### src/rtl/y86_trace_buffer.sv
// Retire-strobe trace buffer: circular capture of PC plus register channels, frozen a
// programmable number of samples after a trigger, then streamed out over valid/ready.
module y86_trace_buffer #(
    parameter int DATA_W     = 32,
    parameter int NUM_CH     = 9,
    parameter int DEPTH      = 16,
    parameter int POST_DEPTH = 4
) (
    input  logic                       clk,
    input  logic                       reset,
    input  logic                       arm,
    input  logic                       sample_valid,
    input  logic [NUM_CH*DATA_W-1:0]   sample_data,
    input  logic                       trig_mode,
    input  logic [DATA_W-1:0]          trig_pc,
    input  logic                       trig_in,
    output logic                       rd_valid,
    input  logic                       rd_ready,
    output logic [DATA_W-1:0]          rd_data,
    output logic                       rd_last,
    output logic                       rd_done,
    output logic [1:0]                 state,
    output logic [$clog2(DEPTH+1)-1:0] fill_count,
    output logic                       triggered
);

    localparam int PTR_W = $clog2(DEPTH);
    localparam int CNT_W = $clog2(DEPTH+1);
    localparam int CH_W  = (NUM_CH > 1) ? $clog2(NUM_CH) : 1;
    localparam logic [CNT_W-1:0] FULL      = CNT_W'(DEPTH);
    localparam logic [CNT_W-1:0] POST_LAST = CNT_W'((POST_DEPTH == 0) ? 0 : POST_DEPTH - 1);
    localparam logic [CH_W-1:0]  CH_LAST   = CH_W'(NUM_CH - 1);

    typedef enum logic [1:0] {S_IDLE = 2'd0, S_ARMED = 2'd1, S_POST = 2'd2, S_READ = 2'd3} state_t;

    state_t                             state_q, state_d;
    logic [NUM_CH-1:0][DATA_W-1:0]      mem [DEPTH];
    logic [PTR_W-1:0]                   wr_ptr, rd_ptr;
    logic [CNT_W-1:0]                   post_cnt, remaining;
    logic [CH_W-1:0]                    rd_ch;

    logic             hit, capture, accept, ch_last, final_beat, enter_read;
    logic [PTR_W-1:0] wr_ptr_inc;
    logic [CNT_W-1:0] fill_inc;

    // Samples are only recorded while capturing, and an arm in the same cycle always wins.
    assign hit        = sample_valid && (trig_mode ? trig_in : (sample_data[DATA_W-1:0] == trig_pc));
    assign capture    = !arm && sample_valid && ((state_q == S_ARMED) || (state_q == S_POST));
    assign wr_ptr_inc = wr_ptr + 1'b1;
    assign fill_inc   = (fill_count == FULL) ? FULL : fill_count + 1'b1;
    assign accept     = (state_q == S_READ) && rd_ready;
    assign ch_last    = (rd_ch == CH_LAST);
    assign final_beat = accept && ch_last && (remaining == CNT_W'(1));
    assign enter_read = (state_d == S_READ) && (state_q != S_READ);

    assign state    = state_q;
    assign rd_valid = (state_q == S_READ);
    assign rd_last  = rd_valid && ch_last;
    assign rd_data  = mem[rd_ptr][rd_ch];

    always_ff @(posedge clk or posedge reset) begin
        if (reset) state_q <= S_IDLE;
        else       state_q <= state_d;
    end

    // NOTE: state_d is assigned before the case so no path leaves it unassigned (no latch).
    always_comb begin
        state_d = state_q;
        if (arm) begin
            state_d = S_ARMED;
        end else begin
            case (state_q)
                S_ARMED: if (capture && hit)
                             state_d = (POST_DEPTH == 0) ? S_READ : S_POST;
                S_POST:  if (capture && (post_cnt == POST_LAST))
                             state_d = S_READ;
                S_READ:  if (final_beat)
                             state_d = S_IDLE;
                default: state_d = state_q;
            endcase
        end
    end

    // NOTE: the sample array has no reset; its contents are only read after being written.
    always_ff @(posedge clk) begin
        if (capture) mem[wr_ptr] <= sample_data;
    end

    always_ff @(posedge clk or posedge reset) begin
        if (reset) begin
            wr_ptr     <= '0;
            fill_count <= '0;
            post_cnt   <= '0;
            rd_ptr     <= '0;
            rd_ch      <= '0;
            remaining  <= '0;
            rd_done    <= 1'b0;
            triggered  <= 1'b0;
        end else begin
            rd_done <= 1'b0;
            if (arm) begin
                wr_ptr     <= '0;
                fill_count <= '0;
                post_cnt   <= '0;
                rd_ptr     <= '0;
                rd_ch      <= '0;
                remaining  <= '0;
                triggered  <= 1'b0;
            end else begin
                if (capture) begin
                    wr_ptr     <= wr_ptr_inc;
                    fill_count <= fill_inc;
                    if (state_q == S_POST) post_cnt <= post_cnt + 1'b1;
                end
                if ((state_q == S_ARMED) && capture && hit) begin
                    triggered <= 1'b1;
                    post_cnt  <= '0;
                end
                // Oldest entry sits at the write pointer once the ring has wrapped.
                if (enter_read) begin
                    rd_ptr    <= (fill_inc == FULL) ? wr_ptr_inc : '0;
                    rd_ch     <= '0;
                    remaining <= fill_inc;
                end
                if (accept) begin
                    if (ch_last) begin
                        rd_ch     <= '0;
                        rd_ptr    <= rd_ptr + 1'b1;
                        remaining <= remaining - 1'b1;
                        if (remaining == CNT_W'(1)) rd_done <= 1'b1;
                    end else begin
                        rd_ch <= rd_ch + 1'b1;
                    end
                end
            end
        end
    end

endmodule

### config.mk
export PLATFORM = sky130hd
export DESIGN_NAME = y86_trace_buffer
export DESIGN_NICKNAME = d
export VERILOG_FILES = /design/src/rtl/y86_trace_buffer.sv
export SDC_FILE = /design/constraint.sdc
export NUM_CORES = 2
export LEC_CHECK = 0
export CAP_MARGIN = 0
export CORE_ASPECT_RATIO = 1.25
export CORE_MARGIN = 2
export CORE_UTILIZATION = 30
export CTS_BUF_LIST = sky130_fd_sc_hd__clkbuf_4 sky130_fd_sc_hd__clkbuf_8
export DETAILED_ROUTE_END_ITERATION = 8
export HOLD_SLACK_MARGIN = 0.02
export SLEW_MARGIN = 20
export SYNTH_ARGS = -nofsm -noshare
export SYNTH_HDL_FRONTEND = slang
export SYNTH_MEMORY_MAX_BITS = 65536
export SYNTH_SLANG_ARGS = --single-unit
### constraint.sdc
create_clock -name clk -period 9.6 [get_ports clk]
set_clock_uncertainty 0.2 [all_clocks]
set_input_delay 1.44 -clock clk [delete_from_list [all_inputs] [get_ports clk]]
set_output_delay 1.44 -clock clk [all_outputs]
set_load 0.01 [all_outputs]
==> key figures <==
Finish
  • Share of layout cells above drive strength 1: around 33%
  • Post-layout nets: 8262
  • Multi-input logic area: roughly 36000 sq um
  • Area delta synth->final: 16.08%
  • Flip-flop and latch area: 139200 sq um
  • Fin area: about 210000 sq um
  • Util after Layout: a little over a third
  • # fillers: about 53000

Clock network
  • Setup bufs post-CTS: 0
  • H-tree depth: 6
  • Clk slew on worst S/H paths: 0.07 ns
  • Skew-Pair Late Insertion Delay: between 1 and 1.5 ns
  • TritonCTS clock tree: done
  • Total CTS buffers: 708
  • Root Buffer: clkbuf_8
  • Clk sinks: 4639
  • Clock Path Buffers: 4
  • Hold buffers post-CTS: 0
  • PostCTS Resize Cnt: 0

Placement
  • DP Area: ~190000 sq um
  • Post-DP HPWL: between 200000 and 300000 um
  • GP Congestion: around 0.76
  • Port bufs: 369
  • Post-Place Worst Slack: 2.252 ns

Logic synthesis
  • Post-Syn Nets: 7336
  • Count of different cell masters after synthesis: 43
  • Yosys top cell by area: edfxtp_1
  • Synth async-reset ratio: less than 1%
  • Count leader, synth: edfxtp_1
  • Gate Count Post-Synth: around 7000
  • Ys flop type: edfxtp_1
  • Sequential fraction of the synthesis area: 78.79%
  • Number of synthesized flops with an enable pin: ~4600
  • Synth cell count leaders: edfxtp_1, mux4_2, clkbuf_1
  • Proportion of netlist area held by the largest area contributor: about four fifths
  • Ys Warns: 0
  • Synth top area cells: edfxtp_1, mux4_2, a22oi_1
  • #FFs+latches synth: 4639
  • Synth Cell Area: between 150000 and 200000 sq um
  • Syn_area_per_cell: 25.25 sq um

Power
  • Pwr Density: 195.3 nW/um^2
  • Gate power share: under 10%
  • Switching pwr: around 9000 uW
  • Clk pwr share: between 40% and 50%
  • Static Leak: 0.06045 uW
  • Sequential share of power: between 50 and 60%
  • VDD IR max: approximately 0.14 mV
  • Total power: about 40000 uW
  • Cell Int Power: 31280 uW
  • Switching Share: between 20% and 30%

Drt
  • DRC: 0
  • Routed Antenna Nets: 0
  • WL/cell: 30.89 um
  • Final WL: roughly 500000 um
  • Vias per cell: 5.070
  • Vias post-DR: around 83000
  • First DRT Iteration DRCs: ~8600
  • DRT Pass-1 Iters: 6

Floorplan
  • Die area: between 500000 and 600000 sq um
  • FP Rows: 315
  • Initial cell density of the core: 30.05%
  • I/O pin cnt: 370
  • Die Wd: between 600 and 700 um
  • Die Ht: ~860 um
  • Core ar.: between 500000 and 600000 sq um

Worst setup path
  • Setup crit end kind: output port
  • Slowest-stage cell, CP: dfrtp_4
  • WP data arrival: between 6 and 7 ns
  • CP max FO: 40
  • Crit path buffers/inverters: 2
  • Worst path cell trace: buf_4, mux4_2, mux4_2, a22oi_1, nand2_1, a22oi_1, nand2_1, clkdlybuf4s50_1
  • Crit-path max cell delay: between 1 and 1.5 ns
  • Critical path class: reg2out
  • Critical path required time: ~8 ns
  • Nature of the critical path startpoint: register
  • CP delay by family, top: buffers and inverters

STA
  • Final setup margin: about 1.1 ns
  • Minimum clock period: roughly 8.5 ns
  • Slew @ Worst Pin: between 1 and 1.5 ns
  • Final hold viol count: 0
  • Highest clock rate: 0.1173 GHz
  • Slew Viols, Final: 0
  • Crit share post-route: around 89%
  • Slew Limit Headroom: approximately 20%
  • RSZ-0062 raised after global routing: no
  • Finish-stage setup viols: 0
  • Setup TNS: 0 ns

Job
  • Max-cap viol count: 0

Global routing
  • Largest net degree at the start of global routing: 98
  • GRT Overall Usage: 16.52%
  • First-pass GRT wire length: about 690000 um
  • Vias in the first global route: a little under 90000
  • Initial antenna violation count: 185
  • Grt total ovfl: 0

Outcome
  • Status: finished, final reports clean

Worst hold path
  • HP Class: reg2reg
[path summary, 6_finish.rpt]
check / slack [ns] / from / cells past startpoint / end
max: 1.07 / rd_ptr[0]$_DFF_PP0_ / 8 / rd_data[11]
min: 0.32 / triggered$_DFFE_PP0P_ / 2 / triggered$_DFFE_PP0P_
max reg2reg: 4.84 / state[0]$_DFF_PP0_ / 7 / mem[9][203]$_DFFE_PP_
min reg2reg: 0.32 / triggered$_DFFE_PP0P_ / 2 / triggered$_DFFE_PP0P_
max in group asynchronous: 8.46 / reset / 3 / rd_ptr[3]$_DFF_PP0_
min in group asynchronous: 0.33 / reset / 3 / triggered$_DFFE_PP0P_
[through the flow]
stage	std cells	hold WS, ns
final	16290	0.3195
after detailed placement	14980	0.3109
after global routing	16250	0.3099
after CTS	16230	0.2241
after global placement	14970	0.3042
after floorplan	6993	0.3057
[final cells by class]
class,count,area share (%)
Antenna cell,60,0.07324
Timing Repair Buffer,592,3.010
Multi-Input combinational cell,1966,17.53
Inverter,12,0.02197
Tap cell,7766,4.740
Clock buffer,929,5.581
Sequential cell,4639,67.88
Clock inverter,326,1.163
[routing by layer]
layer	routed length, um	global-route usage, %	vias to the layer above
li1	-	-	32690
met1	186300	20.01	45500
met2	260100	29.25	3445
met3	41350	3.978	875
met4	14930	4.798	92
met5	606	0	-
[power by group through the flow]
stage	Combinational [uW]	Sequential, uW	Clock [uW]
final	1370	22600	16100
after CTS	1400	22600	16400
after global placement	1350	23000	0
after floorplan	443	23100	0
after global routing	1440	22600	17200
after detailed placement	1400	23000	0
[sequential cells by signal, indices dropped and copies added (netlist names)]
signal      count
mem          4608
remaining       5
wr_ptr          4
fill_count      5
post_cnt        5
triggered       1
rd_ch           4
rd_ptr          4
rd_done         1
state           2
[cells in the final DEF (no fill, tap or decap), types with 4 or more instances in the layout]
cell                n
a31oi_1             4
bufinv_16          16
buf_6               5
xnor2_2             5
clkinv_2           77
buf_12             62
ha_1               16
clkinv_8            8
a22oi_1           159
dfrtp_1            25
a41oi_1             4
xor2_1              7
clkinv_1          173
inv_12             16
o21ai_0             8
inv_1              12
inv_8               8
nor2b_1             4
inv_16              8
and2_4             16
edfxtp_1         4608
nor4_1              4
dfrtp_4             4
xnor2_1            30
nor2_4              5
a21oi_1            51
clkbuf_4          215
diode_2            60
or3_1               4
nand3_1            47
clkbuf_8          714
mux2i_1             4
clkinvlp_4          8
clkdlybuf4s50_1   369
nor2_1             23
nand2_1            87
mux4_2           1440
nand4_1            11
buf_4             155
inv_6               9
[worst register-to-register path, delay by kind of cell, from the launching register on]
kind / cells / cell delay [ns]
adders and majority gates: 1 / 0.31
buffers and inverters: 3 / 1.58
DFF: 1 / 0.44
and+or+nand+nor: 3 / 1.72
[cell families (layout without fill, tap and decap cells)]
logic type | after synthesis | after routing | synth area share, %
muxes | 1444 | 1444 | 18.39
AOI/OAI and AO/OA | 238 | 238 | 0.9338
and+or+nand+nor | 225 | 225 | 0.6072
xor gates and xnor gates | 43 | 43 | 0.2133
other | 0 | 60 | 0
DFF | 4639 | 4639 | 78.79
buffers and inverters | 388 | 1859 | 0.9529
adders and majority gates | 16 | 16 | 0.1134
Power figures use the tool's default switching activity.
